<file path="config.mk">
export PLATFORM = sky130hd
export DESIGN_NAME = lvds_rx_deframer
export DESIGN_NICKNAME = d
export VERILOG_FILES = /design/src/rtl/lvds_rx_deframer_pkg.sv /design/src/rtl/lvds_rx_deframer_sat_counter.sv /design/src/rtl/lvds_rx_deframer.sv
export SDC_FILE = /design/constraint.sdc
export NUM_CORES = 1
export LEC_CHECK = 0
export BUFFER_PORTS_ARGS = -buffer_cell sky130_fd_sc_hd__buf_2
export CORE_UTILIZATION = 63
export CTS_BUF_LIST = sky130_fd_sc_hd__clkbuf_2
export CTS_CLUSTER_DIAMETER = 200
export DETAILED_ROUTE_END_ITERATION = 8
export PLACE_DENSITY = 0.85
export RECOVER_POWER = 100
export SYNTH_ARGS = -nofsm -noshare
export SYNTH_HDL_FRONTEND = slang
export SYNTH_SLANG_ARGS = --single-unit
</file>
<file path="constraint.sdc">
create_clock -name i_ddr_clk -period 2.95 [get_ports i_ddr_clk]
set_input_delay 0.885 -clock i_ddr_clk [delete_from_list [all_inputs] [get_ports i_ddr_clk]]
set_output_delay 0.885 -clock i_ddr_clk [all_outputs]
set_load 0.05 [all_outputs]
</file>
<file path="src/rtl/lvds_rx_deframer_pkg.sv">
// rtl/lvds_rx_deframer_pkg.sv - framing constants and state encodings shared by the LVDS RX deframer and TX framer
package lvds_rx_deframer_pkg;

    localparam int FRAME_PAIRS = 16;
    localparam int PHASE_W     = 4;

    localparam logic [1:0]  I_SYNC     = 2'b10;
    localparam logic [1:0]  Q_SYNC     = 2'b01;
    localparam logic [31:0] ZERO_FRAME = 32'h0000_0000;

    // The first pair is consumed on entry to SAMPLE, so the countdown starts two short
    localparam logic [PHASE_W-1:0] START_PHASE = PHASE_W'(FRAME_PAIRS - 2);

    typedef enum logic [1:0] {
        HUNT   = 2'd0,
        SAMPLE = 2'd1,
        CHECK  = 2'd2
    } rx_state_t;

endpackage

</file>
<file path="src/rtl/lvds_rx_deframer_sat_counter.sv">
// rtl/lvds_rx_deframer_sat_counter.sv - saturating event counter with synchronous clear
module sat_counter #(
    parameter int CNT_W = 8
) (
    input  logic             clk,
    input  logic             rst_b,
    input  logic             clr,
    input  logic             inc,
    output logic [CNT_W-1:0] count
);

    always_ff @(posedge clk or negedge rst_b) begin
        if (!rst_b) begin
            count <= '0;
        end else if (clr) begin
            count <= '0;
        end else if (inc && (count != {CNT_W{1'b1}})) begin
            count <= count + 1'b1;
        end
    end

endmodule

</file>
<file path="src/rtl/lvds_rx_deframer.sv">
// rtl/lvds_rx_deframer.sv - hunts frame sync on the 2-bit DDR LVDS link and pushes validated 32-bit I/Q words
module lvds_rx_deframer
    import lvds_rx_deframer_pkg::*;
#(
    parameter int CNT_W = 8
) (
    input  logic             i_ddr_clk,
    input  logic             i_rst_b,
    input  logic [1:0]       i_ddr_data,
    input  logic             i_fifo_full,
    output logic             o_fifo_write_clk,
    output logic             o_fifo_push,
    output logic [31:0]      o_fifo_data,
    input  logic             i_clear_counters,
    output logic             o_locked,
    output logic [CNT_W-1:0] o_frame_err_cnt,
    output logic [CNT_W-1:0] o_overflow_cnt
);

    rx_state_t          state, state_n;
    logic [PHASE_W-1:0] phase, phase_n;
    logic [29:0]        shift, shift_n;
    logic               push_n;
    logic [31:0]        data_n;
    logic               locked_n;
    logic               frame_err_inc;
    logic               overflow_inc;
    logic [31:0]        word;

    assign o_fifo_write_clk = i_ddr_clk;
    assign word             = {shift, i_ddr_data};

    always_ff @(posedge i_ddr_clk or negedge i_rst_b) begin
        if (!i_rst_b) begin
            state       <= HUNT;
            phase       <= '0;
            shift       <= '0;
            o_fifo_push <= 1'b0;
            o_fifo_data <= ZERO_FRAME;
            o_locked    <= 1'b0;
        end else begin
            state       <= state_n;
            phase       <= phase_n;
            shift       <= shift_n;
            o_fifo_push <= push_n;
            o_fifo_data <= data_n;
            o_locked    <= locked_n;
        end
    end

    always_comb begin
        state_n       = state;
        phase_n       = phase;
        shift_n       = shift;
        push_n        = 1'b0;
        data_n        = o_fifo_data;
        locked_n      = o_locked;
        frame_err_inc = 1'b0;
        overflow_inc  = 1'b0;

        case (state)
            HUNT: begin
                if (i_ddr_data == I_SYNC) begin
                    shift_n = {28'd0, i_ddr_data};
                    phase_n = START_PHASE;
                    state_n = SAMPLE;
                end
            end
            SAMPLE: begin
                shift_n = {shift[27:0], i_ddr_data};
                phase_n = phase - 1'b1;
                if (phase == '0) begin
                    if (word[15:14] == Q_SYNC) begin
                        // Framing is good even when the FIFO is full, so lock tracking continues
                        if (i_fifo_full) begin
                            overflow_inc = 1'b1;
                        end else begin
                            push_n = 1'b1;
                            data_n = word;
                        end
                        state_n = CHECK;
                    end else begin
                        frame_err_inc = 1'b1;
                        locked_n      = 1'b0;
                        state_n       = HUNT;
                    end
                end
            end
            CHECK: begin
                if (i_ddr_data == I_SYNC) begin
                    locked_n = 1'b1;
                    shift_n  = {28'd0, i_ddr_data};
                    phase_n  = START_PHASE;
                    state_n  = SAMPLE;
                end else begin
                    locked_n = 1'b0;
                    state_n  = HUNT;
                end
            end
            default: begin
                state_n = HUNT;
            end
        endcase
    end

    sat_counter #(.CNT_W(CNT_W)) u_frame_err_cnt (
        .clk   (i_ddr_clk),
        .rst_b (i_rst_b),
        .clr   (i_clear_counters),
        .inc   (frame_err_inc),
        .count (o_frame_err_cnt)
    );

    sat_counter #(.CNT_W(CNT_W)) u_overflow_cnt (
        .clk   (i_ddr_clk),
        .rst_b (i_rst_b),
        .clr   (i_clear_counters),
        .inc   (overflow_inc),
        .count (o_overflow_cnt)
    );

endmodule

</file>
==> flow_summary.yaml <==
outcome:
  status: "finished with violations"
  violations: "capacitance limit, slew limit"
yosys:
  synth_enable_flop_cells: 0
  synthCells: 315
  async_flop_share_pct: 100
  syn-num-nets: 324
  avgSynthCellArea_um2: 11.5
  syn-cell-area_um2: 3620
  synth_cell_type_count: 43
  ys_seq_area_share_pct: 59.5
  ys_ff_latch: 86
  ys.flop_type: "dfrtp_1"
  yosys_warnings: 0
sta:
  rsz0062_at_grt: "no"
  fin_setup_tns_ns: 0
  worst_slew_pin_slew_ns: 1.83
  slew_headroom_pct: -21.9
  hold_viol_final: 0
  finalClockSkew_ns: 0.0236
  setup_viol: 0
  slew_violations: 36
worst_setup_path:
  cpLargestDelayFamily: "buffers and inverters"
  cp_cell_sequence: "clkbuf_2, clkbuf_2, clkbuf_2"
  worstPathRequired_ns: 2.07
  cp_max_fo: 2
  startpoint: "i_ddr_clk"
  rr_startpoint: "state[0]"
  cp.buffers_inverters: 3
  critPathCaptureType: "primary output"
  crit_path_top_delay_cell: "clkbuf_2"
  cp.arrival_ns: 1.88
  max_stage_delay_ns: 0.22
  cp-start-kind: "clock port"
  path_common_cell: "clkbuf_2"
  crit_type: "clk2out"
floorplan:
  dieArea_um2: 6050
  pin_count: 57
  core-area_um2: 5510
  die_y_um: 77.8
  start_util_pct: 65.7
  std_cell_rows: 27
  die_x_um: 77.8
global_route:
  overflow: 0
  grt_usage_pct: 25.4
  antenna_found_initial: 0
  grt_pass1_wl_mm: 11.6
  grt_pass1_vias: 2490
  grt_max_degree: 53
power:
  ir_drop_uv: 599
  total_leakage_power_nw: 1.85
  powerDensity_nw_per_um2: 774
worst_hold_path:
  hold_path.startpoint: "o_fifo_data[14]"
  hold_class: "reg2reg"
route:
  drcViolationCount: 0
  num_vias: 2606
  postRouteAntennaNets: 0
  drtPass1Iterations: 4
  wl_per_cell_um: 15.2
  via_per_inst: 5.80
  wirelength_mm: 6.80
  drt-initial-drc-count: 150
cells_and_area:
  final_common_cell: "dfrtp_1"
  ff_latch_area_um2: 2150
  area_growth_pct: 9.54
  multi_input_area_um2: 1320
  final_cell_mix: "86 x dfrtp_1, 55 x nand2_1, 54 x clkbuf_1, 33 x nand3_1, 28 x mux2_2"
  fin_nets: 381
  diodes: 0
  fillers: 435
  drive_above_1_share_pct: 15.9
  final_cells: 449
place:
  portBuffers: 56
  gp_congestion: 0.759
  dpl.hpwl_mm: 4.50
  placed_cells: 430
cts:
  cts_setup_buffers: 0
  postCtsResizedCells: 0
  cts_tree: "yes"
  insertion_delay_ns: 0.62
  ctsHoldBuffers: 0
  clk_transition_reported_paths_ns: 0.23
run:
  cap_violations: 1
cell usage after synthesis (2+ instances only):
| cell | number | area (um2) |
|---|---|---|
| or4_1 | 8 | 60.1 |
| or3_1 | 3 | 18.8 |
| dfrtp_1 | 86 | 2150 |
| a22o_1 | 5 | 43.8 |
| o21ai_0 | 8 | 40.0 |
| o31ai_1 | 6 | 45.0 |
| nand2b_1 | 2 | 12.5 |
| inv_1 | 5 | 18.8 |
| o41ai_1 | 3 | 26.3 |
| or2_2 | 2 | 12.5 |
| a21oi_1 | 15 | 75.1 |
| nand3_1 | 33 | 165 |
| nor2b_1 | 5 | 31.3 |
| clkbuf_1 | 10 | 37.5 |
| nor2_1 | 6 | 22.5 |
| mux2_2 | 29 | 327 |
| buf_6 | 4 | 45.0 |
| nand2_1 | 55 | 206 |
| nand4_1 | 2 | 12.5 |
| ha_1 | 3 | 37.5 |
| buf_1 | 2 | 7.51 |
| buf_4 | 2 | 15.0 |
registers in the layout, summed over array words and instances, names as in the netlist:
signal	flops
u_frame_err_cnt.count	8
o_fifo_push	1
o_locked	1
phase	4
u_overflow_cnt.count	8
state	2
shift	30
o_fifo_data	32
routing by layer:
metal,global-route usage [%],vias to the layer above,wire length (um)
li1,-,1221,-
met5,0,-,0
met2,38.1,67,3260
met1,34.4,1303,3060
met3,4.94,15,350
met4,15.1,0,133
report_power, final:
part	internal (mW)	total (mW)	switching (mW)
clock network	0.233	0.707	0.475
registers	1.43	1.65	0.214
logic	0.237	0.713	0.476
total	1.90	3.07	1.16
metrics by stage:
stage,util (%),worst slack (ns),hold WS [ns],cell area (um2),power (mW)
2_1_floorplan,-,0.423,0.455,3620,2.26
3_3_place_gp,71.6,0.402,0.448,3940,2.45
3_5_place_dp,71.6,0.402,0.450,3940,2.48
4_1_cts,74.0,0.195,0.182,4080,3.12
5_1_grt,72.0,0.102,0.500,3960,3.26
6_report,72.0,0.184,0.503,3960,3.07
kinds of logic after synthesis:
kind of cell	Yosys count	synth area share (%)
XOR/XNOR	2	0.484
adder cells (fa/ha/maj)	3	1.04
buffers and inverters	24	3.56
AND/OR/NAND/NOR	128	18.4
flip-flops	86	59.5
AO/OA/AOI/OAI	41	7.43
multiplexers	31	9.61
area by class of cell:
type,count,area share (%)
inverter,5,0.473
clock buffer,13,1.64
tap,72,2.27
clock inverter,7,1.86
sequential,86,54.3
timing repair buffer,61,6.19
multi-input combinational,205,33.3
worst paths after layout:
kind,slack (ns),cells after the start,to
worst max-delay path,0.18,3,o_fifo_write_clk
max in group asynchronous,0.60,2,o_fifo_data[9]
worst min-delay path,0.50,1,o_fifo_data[14]
worst min register to register,0.50,1,o_fifo_data[14]
min in group asynchronous,0.73,1,u_frame_err_cnt.count[5]
worst max register to register,0.41,5,o_fifo_data[25]
worst reg2reg max path: cells and delay by family, from the launching register on:
kind | cells | cell delay (ns)
buffers and inverters | 1 | 0.68
AND/OR/NAND/NOR | 3 | 0.86
flip-flops | 1 | 0.51
multiplexers | 1 | 0.42
Power figures use the tool's default switching activity.
